===== src/rtl/pic_pkg.sv =====
// Shared constants and types for the 12-bit PIC instruction-fetch path.
// Opcode match values are compared against the top bits of the instruction word.
package pic_pkg;

  localparam int PC_W        = 9;
  localparam int INSTR_W     = 12;
  localparam int STACK_DEPTH = 2;

  localparam logic [INSTR_W-1:0] NOP_WORD = 12'h000;

  localparam logic [2:0] OP_GOTO  = 3'b101;   // matched on [11:9]
  localparam logic [3:0] OP_CALL  = 4'b1001;  // matched on [11:8]
  localparam logic [3:0] OP_RETLW = 4'b1000;  // matched on [11:8]

  typedef enum logic {
    ST_FILL,
    ST_RUN
  } fetch_state_e;

  typedef enum logic [1:0] {
    OPC_OTHER,
    OPC_GOTO,
    OPC_CALL,
    OPC_RETLW
  } ctrl_op_e;

  function automatic ctrl_op_e decode_ctrl(input logic [INSTR_W-1:0] word);
    if (word[11:9] == OP_GOTO)       return OPC_GOTO;
    else if (word[11:8] == OP_CALL)  return OPC_CALL;
    else if (word[11:8] == OP_RETLW) return OPC_RETLW;
    else                             return OPC_OTHER;
  endfunction

endpackage


===== src/rtl/pic_ret_stack.sv =====
// Two-level hardware return stack: shift-register push/pop, saturating depth
// counter and a sticky overflow flag raised by a push into a full stack.
module pic_ret_stack
  import pic_pkg::*;
(
  input  logic            clk,
  input  logic            rst_n,
  input  logic            i_push,
  input  logic            i_pop,
  input  logic [PC_W-1:0] i_din,
  output logic [PC_W-1:0] o_top,
  output logic            o_ovf
);

  logic [PC_W-1:0] r_stack [STACK_DEPTH];
  logic [1:0]      r_depth;
  logic            r_ovf;

  // NOTE: the stack entries are ordinary flops, not a RAM, so they take the
  // async reset like any other state; a pop from an empty stack must read 0.
  always_ff @(posedge clk or negedge rst_n) begin
    if (!rst_n) begin
      r_stack[0] <= '0;
      r_stack[1] <= '0;
      r_depth    <= '0;
      r_ovf      <= 1'b0;
    end else if (i_push) begin
      r_stack[1] <= r_stack[0];
      r_stack[0] <= i_din;
      if (r_depth == 2'(STACK_DEPTH)) r_ovf <= 1'b1;
      else                            r_depth <= r_depth + 2'd1;
    end else if (i_pop) begin
      // Bottom entry is duplicated, not cleared, so repeated pops keep returning it.
      r_stack[0] <= r_stack[1];
      if (r_depth != 2'd0) r_depth <= r_depth - 2'd1;
    end
  end

  assign o_top = r_stack[0];
  assign o_ovf = r_ovf;

endmodule


===== src/rtl/pic_fetch_ctrl.sv =====
// Fetch sequencer: owns the PC, registers the ROM word into execute, resolves
// GOTO/CALL/RETLW and ALU skips with a single NOP bubble each.
module pic_fetch_ctrl #(
  parameter logic [pic_pkg::PC_W-1:0]    RESET_VECTOR = 9'd0,
  parameter logic [pic_pkg::INSTR_W-1:0] NOP_WORD     = pic_pkg::NOP_WORD
) (
  input  logic        clk,
  input  logic        rst_n,
  output logic [8:0]  rom_addr,
  input  logic [11:0] rom_data,
  input  logic        stall,
  input  logic        skip_req,
  output logic [11:0] instr,
  output logic        instr_valid,
  output logic [8:0]  ex_pc,
  output logic [7:0]  retlw_lit,
  output logic        stack_ovf
);

  import pic_pkg::*;

  fetch_state_e          r_state;
  logic [PC_W-1:0]       r_pc;
  logic [INSTR_W-1:0]    r_instr;
  logic                  r_valid;
  logic [PC_W-1:0]       r_ex_pc;

  ctrl_op_e              w_op;
  logic                  w_push;
  logic                  w_pop;
  logic [PC_W-1:0]       w_top;
  logic [PC_W-1:0]       w_pc_inc;

  // Bubbles never decode, so a squashed word can't redirect the PC.
  assign w_op     = r_valid ? decode_ctrl(r_instr) : OPC_OTHER;
  assign w_pc_inc = r_pc + 9'd1;
  assign w_push   = !stall && (r_state == ST_RUN) && (w_op == OPC_CALL);
  assign w_pop    = !stall && (r_state == ST_RUN) && (w_op == OPC_RETLW);

  pic_ret_stack u_stack (
    .clk    (clk),
    .rst_n  (rst_n),
    .i_push (w_push),
    .i_pop  (w_pop),
    .i_din  (r_pc),
    .o_top  (w_top),
    .o_ovf  (stack_ovf)
  );

  // NOTE: all state here is updated with non-blocking assignments so every
  // branch reads the pre-edge PC and instruction, never a half-updated value.
  always_ff @(posedge clk or negedge rst_n) begin
    if (!rst_n) begin
      r_state <= ST_FILL;
      r_pc    <= RESET_VECTOR;
      r_instr <= NOP_WORD;
      r_valid <= 1'b0;
      r_ex_pc <= '0;
    end else if (!stall) begin
      unique case (r_state)
        ST_FILL: begin
          r_instr <= rom_data;
          r_valid <= 1'b1;
          r_ex_pc <= r_pc;
          r_pc    <= w_pc_inc;
          r_state <= ST_RUN;
        end
        ST_RUN: begin
          unique case (w_op)
            OPC_GOTO: begin
              r_pc    <= r_instr[8:0];
              r_instr <= NOP_WORD;
              r_valid <= 1'b0;
            end
            OPC_CALL: begin
              r_pc    <= {1'b0, r_instr[7:0]};
              r_instr <= NOP_WORD;
              r_valid <= 1'b0;
            end
            OPC_RETLW: begin
              r_pc    <= w_top;
              r_instr <= NOP_WORD;
              r_valid <= 1'b0;
            end
            OPC_OTHER: begin
              if (r_valid && skip_req) begin
                // Drop the prefetched word and move past it.
                r_pc    <= w_pc_inc;
                r_instr <= NOP_WORD;
                r_valid <= 1'b0;
              end else begin
                r_instr <= rom_data;
                r_valid <= 1'b1;
                r_ex_pc <= r_pc;
                r_pc    <= w_pc_inc;
              end
            end
          endcase
        end
      endcase
    end
  end

  assign rom_addr    = r_pc;
  assign instr       = r_instr;
  assign instr_valid = r_valid;
  assign ex_pc       = r_ex_pc;
  assign retlw_lit   = (w_op == OPC_RETLW) ? r_instr[7:0] : 8'd0;

endmodule


===== config.mk =====
export PLATFORM = sky130hd
export DESIGN_NAME = pic_fetch_ctrl
export DESIGN_NICKNAME = d
export VERILOG_FILES = /design/src/rtl/pic_pkg.sv /design/src/rtl/pic_ret_stack.sv /design/src/rtl/pic_fetch_ctrl.sv
export SDC_FILE = /design/constraint.sdc
export NUM_CORES = 1
export LEC_CHECK = 0
export CAP_MARGIN = 20
export CORE_MARGIN = 5
export CORE_UTILIZATION = 50
export CTS_CLUSTER_SIZE = 14
export DETAILED_ROUTE_END_ITERATION = 10
export DONT_BUFFER_PORTS = 1
export GPL_TIMING_DRIVEN = 0
export HOLD_SLACK_MARGIN = 0.15
export PLACE_DENSITY = 0.71
export SYNTH_ARGS = -nofsm -noshare
export SYNTH_HDL_FRONTEND = slang
export SYNTH_SLANG_ARGS = --single-unit

===== constraint.sdc =====
create_clock -name clk -period 3 [get_ports clk]
set_input_delay 0.6 -clock clk [delete_from_list [all_inputs] [get_ports clk]]
set_output_delay 0.6 -clock clk [all_outputs]
set_load 0.005 [all_outputs]

Word-level counts from Yosys, hierarchy flattened
Index checks and enable logic that the tools add are counted.
- output and inout bits: 40
- register bits: 53
- logic and storage cells: 59
- reduce and logical (&&, ||, !) cells: 13
- equality and inequality tests: 10
- bitwise gates (word level): 2
- $add $sub $neg: 3
- muxes and demuxes: 22
- operators with widths (cell ; number):
    12-bit case mux with 2 select lines ; 2
    9-bit two-way mux ; 4
    9-bit case mux with 2 select lines ; 2
    9-bit case mux with 4 select lines ; 1
    2-bit two-way mux ; 8
    12-bit two-way mux ; 1
    9-bit by 1-bit adder with 9-bit output (second input constant) ; 1
    4-bit == test (second input constant) ; 2
    8-bit two-way mux ; 1
    2-bit == test (second input constant) ; 3
    3-bit AND reduction ; 2
    2-bit nonzero test ; 3
    1-bit logical AND ; 4
    2-bit != test (second input constant) ; 2
    1-bit case mux with 2 select lines ; 2
    3-bit == test (second input constant) ; 1
    3-bit OR reduction ; 1
    2-bit by 1-bit adder with 2-bit output (second input constant) ; 1
    2-bit by 1-bit == test with 1-bit output (second input constant) ; 1
    2-bit logical NOT ; 1
    2-bit by 1-bit != test with 1-bit output (second input constant) ; 1
    1-bit inverter ; 2
    2-bit AND reduction ; 1
    2-bit by 1-bit subtractor with 2-bit output (second input constant) ; 1
    2 further kinds ; 2

Depth between registers and ports, before layout
Gate-level depths: netlist of the first run.
- depth after elaboration: 9
- depth in mapped cells: 6

Modules after synthesis
From an unflattened synthesis of the first run, not the netlist that was laid out.
- cells, all modules: 215
- area total of the unflattened synthesis: 2533.7 um2
- modules (own cells, without submodules) (module ; cells each ; area an instance (um2) ; times used ; seq. area each (um2)):
    pic_fetch_ctrl ; 133 ; 1549.0 ; 1 ; 800.8
    pic_ret_stack ; 82 ; 984.7 ; 1 ; 525.5

Worst setup path before layout of the first run
OpenSTA, ideal clock, no wires.
- path type: register to output
- start point: register r_instr[11] (netlist: instr[11])
- end point: output retlw_lit[0]
- path slack: 1229 ps
- buffers on the path: 0
- arrival time: 1171 ps
- stages on the path, launching flop included: 5
- path through: dfrtp_1 -> nor2b_1 -> nand2_1 -> nor3_1 -> and2_1
- word-level cells in the longest chain between the ends: 7
- RTL lines (what ; RTL line ; source):
    from (decl) ; pic_fetch_ctrl.sv:24 ; logic [INSTR_W-1:0] r_instr;
    from (signal assigned) ; pic_fetch_ctrl.sv:62 ; r_instr <= rom_data;
    from (signal assigned) ; pic_fetch_ctrl.sv:92 ; r_instr <= rom_data;
    4-bit == test ; pic_pkg.sv:30 ; else if (word[11:8] == OP_RETLW) return OPC_RETLW;
    2-bit two-way mux ; pic_pkg.sv:30 ;
    2-bit two-way mux ; pic_pkg.sv:29 ; else if (word[11:8] == OP_CALL) return OPC_CALL;
    2-bit two-way mux * ; pic_pkg.sv:28 ; if (word[11:9] == OP_GOTO) return OPC_GOTO;
    2-bit two-way mux * ; pic_fetch_ctrl.sv:35 ; assign w_op = r_valid ? decode_ctrl(r_instr) : OPC_OTHER;
    2-bit == test * ; pic_fetch_ctrl.sv:108 ; assign retlw_lit = (w_op == OPC_RETLW) ? r_instr[7:0] : 8'd0;
    8-bit two-way mux * ; pic_fetch_ctrl.sv:108 ;
    to (decl) ; pic_fetch_ctrl.sv:16 ; output logic [7:0] retlw_lit,
Mark *: on every way between the ends. The rest lies on a longest branch, timed or not.

Worst setup path in the final report of the first run
- start point: register r_instr[11] (netlist: instr[11])
- end point: output retlw_lit[2]
The elaborated chain is that of the path after synthesis.

==> reports/metrics.yaml, run 1 <==
cts_tree: "done"
synth_ff_type: "dfrtp_1"
synth_top_family_by_area: "compound AO/OA/AOI/OAI gates"
max-cap-violations: 0
post-route-cell-area_sq_mm: 0.00270
ys_warn_count: 0
hpwl_um: 3850
syn_area_sq_mm: 0.00250
synth_fa_ha_area_share_pct: 0.500
worstHoldStart: "rom_data[11]"
layout-drive-gt1-share_pct: 16.8
drtIter0Drc: 114
p_leak_uw: 0.00117
ant_nets: 0
clkTransAtPathRegs_ps: 90
nets: 242
fin_crit_sh_pct: 78.1
drc_errors: 0
outcome: "finished, final reports clean"
drv_slew: 0
portBuffers: 0
clockBufferDepth: 2
wl_per_cell_um: 18.6
wl_um: 5450
cts_setup_buffers: 0
grt_use_total_pct: 18.3
synth_fp_nets: 233
grt_max_degree: 54
gp_congestion: 0.791
vias: 1743
grt.overflow.total: 0
antenna_found_initial: 0
peakVddDrop_uv: 358
clock_sinks: 53
hold_path.class: "in -> reg"
vias_per_cell: 5.95
cts_root_buf: "clkbuf_8"
drtPass1Iterations: 4
min_period_ps: 2340
h-tree-depth: 2
path_max_fanout: 8
start_util_pct: 52.3
rr_worst_depth: 5
syn_avg_cell_area_sq_um: 11.6
placed_cell_area_sq_mm: 0.00259
cellPowerDensity_mw_per_mm2: 804
layout_common_cells: "53 x dfrtp_1, 19 x mux2_2, 16 x nand2_1, 15 x mux2i_1, 13 x a22o_1"
required_ps: 2400
r2r_slack_ps: 1210
grt_pass1_wl_um: 9110
setup_viol: 0
post_cts_resized: 0
path_class: "reg -> out"
worst_ep_arrival_time_ps: 1740
dieArea_sq_mm: 0.00652
antenna_cells: 0
grt_pass1_vias: 1813
yosys.cell_types.count: 43
core_sq_mm: 0.00479
finalHoldViolCount: 0
slew_headroom_pct: 50.7
ys_seq_area_share_pct: 53.0
clock_skew_ps: 6.06
end_kind: "output port"
dp.cells: 283
layout_commonest_cell: "dfrtp_1"
area_growth_pct: 8.05
async_reset_ff_share_pct: 100
muxShareOfSynthArea_pct: 14.5
synth_compound_area_share_pct: 15.2
syn_inst: 216
worstReg2RegEnd: "ex_pc[2]"
stdcell_count: 293
rows: 25
yosys.area_share.simple_pct: 13.2
synth-edff-count: 0
worstMarginPinSlew_ps: 740
worstHoldEndpoint: "instr[11]"
cts_buffers: 5
tns_ps: 0
postSynthRegisterBits: 53
fmax_mhz: 427
rsz0062_at_grt: "false"
crit-reg2reg-launch: "instr[11]"
synth_xor_area_share_pct: 0.350
io-pin-count: 56
p_total_uw: 2170
holdPathStages: 1
die_h_um: 80.7
cp-start-kind: "register"
clk_latency_ps: 300
fp.dieW_um: 80.7
==> flip-flops by register name (all words and copies together), names as in the netlist <==
signal	count
r_state	1
rom_addr	9
instr_valid	1
u_stack.o_ovf	1
u_stack.r_depth	2
u_stack.r_stack	9
instr	12
ex_pc	9
u_stack.o_top	9
==> critical path, cell delays in order, from the launching register on <==
cell	delay, ps
dfrtp_1	480
nor2b_1	180
nand2_1	80
nor3_1	460
and2_1	230
==> area by class of cell <==
class                           instances  area (sq um)
Fill cell                             412          2080
Sequential cell                        53          1330
Multi-Input combinational cell        147          1090
Tap cell                               67          83.8
Clock buffer                            8          80.1
Buffer                                 14          73.8
Timing Repair Buffer                    2          37.5
Inverter                                2          7.51
==> through the flow <==
step	util, %	hold slack, ps	setup slack, ps
after floorplan	-	304	1230
after global placement	54.0	307	996
after detailed placement	54.0	307	970
after CTS	56.5	414	624
after global routing	56.5	408	358
final	56.5	420	658
==> metal layers <==
| metal | wire [um] | global-route usage (%) |
|---|---|---|
| met5 | 0 | 0 |
| met4 | 53 | 4.05 |
| met1 | 2450 | 26.2 |
| met3 | 428 | 5.54 |
| met2 | 2520 | 27.6 |
==> worst max path at each step <==
stage                     startpoint           end  slack (ps)  cells after the start
final                      instr[11]  retlw_lit[2]         660                      4
after floorplan            instr[11]  retlw_lit[0]        1230                      4
after CTS                  instr[11]  retlw_lit[0]         620                      4
after global placement     instr[11]  retlw_lit[2]        1000                      4
after global routing       instr[11]  retlw_lit[3]         360                      4
after detailed placement   instr[11]  retlw_lit[0]         970                      4
==> repair_timing <==
action	in CTS	in global routing
endpoints found under the setup margin	0	0
endpoints found under the hold margin	53	0
hold buffers	2	0
==> cell families (layout without fill, tap and decap cells) <==
family,count (synthesis),after routing
AO/OA/AOI/OAI,53,53
XOR/XNOR,1,1
AND/OR/NAND/NOR,58,58
buffers and inverters,16,26
flip-flops,53,53
multiplexers,34,34
adder cells (fa/ha/maj),1,1
==> synth_stat cells (4+ instances only) <==
master | number | share of area, %
mux2_2 | 19 | 8.6
o22a_1 | 5 | 1.7
dfrtp_1 | 53 | 53
buf_2 | 4 | 0.80
nand2_1 | 16 | 2.4
and2_1 | 8 | 2.0
mux2i_1 | 15 | 6.0
clkbuf_1 | 6 | 0.90
a22o_1 | 13 | 4.6
o21ai_0 | 7 | 1.4
a21oi_1 | 8 | 1.6
nor2_1 | 9 | 1.3
o21ai_1 | 9 | 1.8
==> report_power, final <==
part           internal [uW]  switching (uW)
sequential               965             269
clock                    166             218
combinational            292             264
Note: power is estimated with default switching activity, not from simulation.
==> run 2, diff against run 1 <==
--- a/config.mk
+++ b/config.mk
@@ -13,7 +13,7 @@
 export DONT_BUFFER_PORTS = 1
 export GPL_TIMING_DRIVEN = 0
 export HOLD_SLACK_MARGIN = 0.15
-export PLACE_DENSITY = 0.71
+export PLACE_DENSITY = 0.74
 export SYNTH_ARGS = -nofsm -noshare
 export SYNTH_HDL_FRONTEND = slang
 export SYNTH_SLANG_ARGS = --single-unit
==> constraint.sdc (replaced) <==
create_clock -name clk -period 2.1 [get_ports clk]
set_input_delay 0.42 -clock clk [delete_from_list [all_inputs] [get_ports clk]]
set_output_delay 0.42 -clock clk [all_outputs]
set_load 0.005 [all_outputs]
==> run 2 against run 1 <==
Compared with the run above: final cell count is the same; setup slack lost 490 ps; highest routed layer unchanged; sequential power grew 43%; flip-flop and latch count is the same; critical path type unchanged; die area is the same; register-to-register slack lost 890 ps; hold slack lost 190 ps; largest cell class unchanged; clock skew grew 1.0 ps.
==> reports/metrics.yaml, run 2 (same netlist as run 1, synthesis figures left out) <==
die_h_um: 80.7  # unchanged
drv_slew: 0  # unchanged
portBuffers: 0  # unchanged
clock_skew_ps: 7.09  # +1.03 ps
ant_nets: 0  # unchanged
cp-start-kind: "register"
combPwrFrac_pct: 25.3  # -0.3 points
drtPass1Iterations: 4  # unchanged
clk_latency_ps: 310  # about the same
cellPowerDensity_mw_per_mm2: 1150  # +43%
path_class: "reg -> out"
cts_buffers: 5  # unchanged
largest_reg_flops: 12  # unchanged
vias_per_cell: 5.93  # -0.29%
clockBufferDepth: 2  # unchanged
layout_commonest_cell: "dfrtp_1"
finalHoldViolCount: 0  # unchanged
h-tree-depth: 2  # unchanged
vias: 1738  # -0.29%
outcome: "finished, final reports clean"
p_leak_uw: 0.00117  # about the same
cts_setup_buffers: 0  # unchanged
topRoutingLayerUsed: "met4"
hold_path.class: "in -> reg"
wl_per_cell_um: 18.0  # -3.0%
rsz0062_at_grt: "false"
min_period_ps: 1930
antenna_cells: 0  # unchanged
wl_um: 5290  # -3.0%
gp_congestion: 0.810  # +2.4%
rows: 25  # unchanged
peakVddDrop_uv: 549  # +54%
max-cap-violations: 0  # unchanged
clkPwrFrac_pct: 18.5  # +0.8 points
setup_viol: 0  # unchanged
place_ws_ps: 258  # -712 ps
area_growth_pct: 8.80
path_max_fanout: 8  # unchanged
antenna_found_initial: 0  # unchanged
holdPathStages: 1  # unchanged
drtIter0Drc: 140  # +23%
rr_worst_depth: 5  # unchanged
worst_ep_arrival_time_ps: 1510  # -230 ps
nets: 242  # unchanged
dieArea_sq_mm: 0.00652  # unchanged
fmax_mhz: 517
post-route-cell-area_sq_mm: 0.00272  # +0.69%
io-pin-count: 56  # unchanged
power.switching_uw: 1100  # +46%
grt_max_degree: 54  # unchanged
grt.overflow.total: 0  # unchanged
wl_met2_um: 2300  # -8.8%
setup_ws_ps: 166  # -492 ps
fin_crit_sh_pct: 92.1
layout_common_cells: "53 x dfrtp_1, 19 x mux2_2, 16 x nand2_1, 15 x mux2i_1, 13 x a22o_1"
slew_headroom_pct: 50.5  # -0.21 points
routed-wl-met3_um: 462  # +7.9%
fp.dieW_um: 80.7  # unchanged
drc_errors: 0  # unchanged
core_sq_mm: 0.00479  # unchanged
clock_sinks: 53  # unchanged
clkTransAtPathRegs_ps: 90  # about the same
cts_tree: "done"
tns_ps: 0  # unchanged
grt_pass1_wl_um: 8800  # -3.4%
worstMarginPinSlew_ps: 743  # +3.16 ps
start_util_pct: 52.3  # unchanged
end_kind: "output port"
sequentialPowerShare_pct: 56.3  # -0.5 points
grt_pass1_vias: 1703  # -6.1%
swShare_pct: 35.1  # +0.54 points
hpwl_um: 3800  # -1.4%
placed_cell_area_sq_mm: 0.00259  # unchanged
wl_met1_um: 2480  # +1.3%
layout-drive-gt1-share_pct: 18.1  # +1.3 points
grt_use_total_pct: 17.9  # -0.44 points
fill_cells: 425  # +3.2%
whs_ps: 228  # -192 ps
required_ps: 1680  # -720 ps
p_int_uw: 2030  # +43%
cts_root_buf: "clkbuf_8"
[run 2: cell types whose count changed in the layout (fill, tap and decap cells not counted), sizes merged]
cell	previous run	this run
clkinvlp	0	2
clkbuf	15	13
[run 2: cell type report]
| cell class | instances | area [sq um] | area share [%] |
|---|---|---|---|
| clock buffers | 6 | 72.6 | 2.67 |
| well taps | 67 | 83.8 | 3.08 |
| plain buffers | 14 | 73.8 | 2.71 |
| flip-flops and latches | 53 | 1330 | 48.7 |
| repair buffers | 2 | 37.5 | 1.38 |
| inverters | 2 | 7.51 | 0.276 |
| clock inverters | 2 | 15.0 | 0.551 |
| multi-input cells | 147 | 1110 | 40.6 |
[run 2: metrics by stage]
step | utilization, % | total power [uW] | cells
after global placement | 54.0 | 2520 | 283
after detailed placement | 54.0 | 2560 | 283
final | 56.9 | 3130 | 293
after CTS | 56.8 | 3150 | 293
after global routing | 56.9 | 3370 | 293
after floorplan | - | 2310 | 216
[run 2: routing by layer]
| metal | vias to the layer above | GRT usage (%) |
|---|---|---|
| met2 | 82 | 25.7 |
| met3 | 5 | 7.21 |
| met4 | 0 | 3.04 |
| li1 | 803 | - |
| met5 | - | 0 |
| met1 | 848 | 25.9 |
[run 2: timing repair]
| action | CTS | global route |
|---|---|---|
| setup endpoints to repair | 8 | 8 |
| hold endpoints to repair | 53 | 0 |
| resized for setup | 1 | 1 |
| hold buffers | 2 | 0 |
| cloned | 0 | 0 |
[run 2: path summary, 6_finish.rpt]
kind	slack, ps	from	end
worst max-delay path	170	instr[11]	retlw_lit[0]
worst min-delay path	230	rom_data[11]	instr[11]
worst max register to register	320	instr[11]	ex_pc[6]
worst min register to register	510	u_stack.r_stack[6]	u_stack.r_stack[6]
max in group asynchronous	1260	rst_n	u_stack.r_stack[3]
min in group asynchronous	620	rst_n	u_stack.o_top[2]
[run 2: power by group through the flow]
stage,Combinational [uW],Clock [uW],Sequential [uW]
6_report,791,578,1760
3_5_place_dp,765,0,1790
5_1_grt,902,635,1830
4_1_cts,798,585,1770
3_3_place_gp,744,0,1780
2_1_floorplan,654,0,1660
[run 2: worst max-delay path: stages (launching register included)]
cell and delay [ps]:
dfrtp_1 470, nor2b_1 190, nand2_1 120, nor3_4 230, and2_1 190
==> run 3, diff against run 2 <==
--- a/config.mk
+++ b/config.mk
@@ -13,7 +13,7 @@
 export DONT_BUFFER_PORTS = 1
 export GPL_TIMING_DRIVEN = 0
 export HOLD_SLACK_MARGIN = 0.15
-export PLACE_DENSITY = 0.74
+export PLACE_DENSITY = 0.71
 export SYNTH_ARGS = -nofsm -noshare
 export SYNTH_HDL_FRONTEND = slang
 export SYNTH_SLANG_ARGS = --single-unit
==> constraint.sdc (replaced) <==
create_clock -name clk -period 2.2 [get_ports clk]
set_input_delay 0.44 -clock clk [delete_from_list [all_inputs] [get_ports clk]]
set_output_delay 0.44 -clock clk [all_outputs]
set_load 0.005 [all_outputs]
==> run 3 against run 2 <==
Compared with the run above: clock power decreased by 9.0%; non-clock buffer count stayed put; highest routed layer unchanged; die area did not move; first-iteration DRC count down 4.3%; sequential share of layout area is 0.13 points higher; total power is 4.9% lower.
==> reports/metrics.yaml, run 3 (same netlist as run 1, synthesis figures left out) <==
gp_congestion: 0.791  # -2.4%
path_class: "reg -> out"
wl_met2_um: 2530  # +9.9%
drtPass1Iterations: 6  # +2
rsz0062_at_grt: "false"
portBuffers: 0  # unchanged
setup_viol: 0  # unchanged
dieArea_sq_mm: 0.00652  # unchanged
clock_skew_ps: 6.58  # -0.513 ps
grt_pass1_vias: 1819  # +6.8%
core_sq_mm: 0.00479  # unchanged
min_period_ps: 1950
grt_max_degree: 54  # unchanged
dp.cells: 283  # unchanged
hold_path.class: "in -> reg"
wl_per_cell_um: 18.7  # +3.8%
clock_sinks: 53  # unchanged
cts_tree: "done"
antenna_found_initial: 0  # unchanged
required_ps: 1760  # +80 ps
grt_pass1_wl_um: 9150  # +3.9%
topRoutingLayerUsed: "met4"
fin_crit_sh_pct: 88.5
nets: 242  # unchanged
setup_ws_ps: 252  # +86.6 ps
clockBufferDepth: 2  # unchanged
layout_commonest_cell: "dfrtp_1"
p_total_uw: 2980  # -4.9%
cts_buffers: 5  # unchanged
layout_common_cells: "53 x dfrtp_1, 19 x mux2_2, 16 x nand2_1, 15 x mux2i_1, 13 x a22o_1"
place_ws_ps: 330  # +71.8 ps
wl_met1_um: 2530  # +2.0%
hpwl_um: 3850  # +1.4%
largest_reg_flops: 12  # unchanged
finalHoldViolCount: 0  # unchanged
fp.dieW_um: 80.7  # unchanged
drtIter0Drc: 134  # -4.3%
antenna_cells: 0  # unchanged
tns_ps: 0  # unchanged
grt.overflow.total: 0  # unchanged
layout-drive-gt1-share_pct: 17.3  # -0.88 points
drv_slew: 0  # unchanged
wl_um: 5490  # +3.8%
end_kind: "output port"
ant_nets: 0  # unchanged
slew_headroom_pct: 51.4  # +0.98 points
drc_errors: 0  # unchanged
fmax_mhz: 513
outcome: "finished, final reports clean"
peakVddDrop_uv: 490  # -11%
path_max_fanout: 8  # unchanged
p_leak_uw: 0.00117  # +0.18%
worst_ep_arrival_time_ps: 1510  # about the same
area_growth_pct: 8.50
rows: 25  # unchanged
stdcell_count: 293  # unchanged
cts_root_buf: "clkbuf_8"
vias_per_cell: 5.94  # about the same
routed-wl-met3_um: 374  # -19%
clkTransAtPathRegs_ps: 90  # about the same
start_util_pct: 52.3  # unchanged
cp-start-kind: "register"
grt_use_total_pct: 18.4  # +0.51 points
io-pin-count: 56  # unchanged
cellPowerDensity_mw_per_mm2: 1100  # -4.6%
die_h_um: 80.7  # unchanged
h-tree-depth: 2  # unchanged
worstMarginPinSlew_ps: 728  # -14.8 ps
vias: 1739  # +0.058%
max-cap-violations: 0  # unchanged
clk_latency_ps: 300  # about the same
run 3: changes by cell type in the layout (fill, tap and decap cells not counted), sizes merged:
cell	delta
clkbuf	+2
clkinvlp	-2
run 3: cell type report:
class,instances,area (sq um)
flip-flops and latches,53,1330
fillers,409,2070
repair buffers,2,37.5
clock buffers,8,80.1
inverters,2,7.51
multi-input cells,147,1110
plain buffers,14,73.8
well taps,67,83.8
run 3: critical path: stages, from the launching register on:
cell,delay [ps]
dfrtp_1,480
nor2b_1,180
nand2_1,110
nor3_4,240
and2_1,190
run 3: final timing paths:
| path | slack, ps | end | depth (start not counted) | startpoint |
|---|---|---|---|---|
| max | 250 | retlw_lit[2] | 4 | instr[11] |
| min | 260 | instr[11] | 1 | rom_data[11] |
| max reg2reg | 410 | ex_pc[2] | 5 | instr[11] |
| min reg2reg | 520 | u_stack.r_stack[1] | 1 | u_stack.r_stack[1] |
| max in group asynchronous | 1330 | u_stack.o_top[1] | 2 | rst_n |
| min in group asynchronous | 650 | u_stack.r_stack[6] | 2 | rst_n |
run 3: where the power goes:
group	leakage [uW]	switching (uW)	internal, uW
logic	0.000480	365	399
clock network	0.0000395	299	227
registers	0.000651	370	1320
run 3: metal layers:
| layer | vias up | GRT usage (%) |
|---|---|---|
| li1 | 800 | - |
| met4 | 0 | 4.05 |
| met5 | - | 0 |
| met2 | 62 | 27.7 |
| met3 | 6 | 5.54 |
| met1 | 871 | 26.3 |
run 3: metrics by stage:
stage	util (%)	cell area [sq um]	hold slack [ps]
6_report	56.7	2720	260
5_1_grt	56.7	2720	248
4_1_cts	56.6	2710	254
3_5_place_dp	54.0	2590	147
3_3_place_gp	54.0	2590	147
2_1_floorplan	-	2500	144
run 3: repair_timing:
action	in CTS	in global routing
buffers inserted	0	0
gates resized for setup	1	1
endpoints found under the setup margin	8	8
hold buffers	2	0
cloned	0	0
hold endpoints to repair	53	0
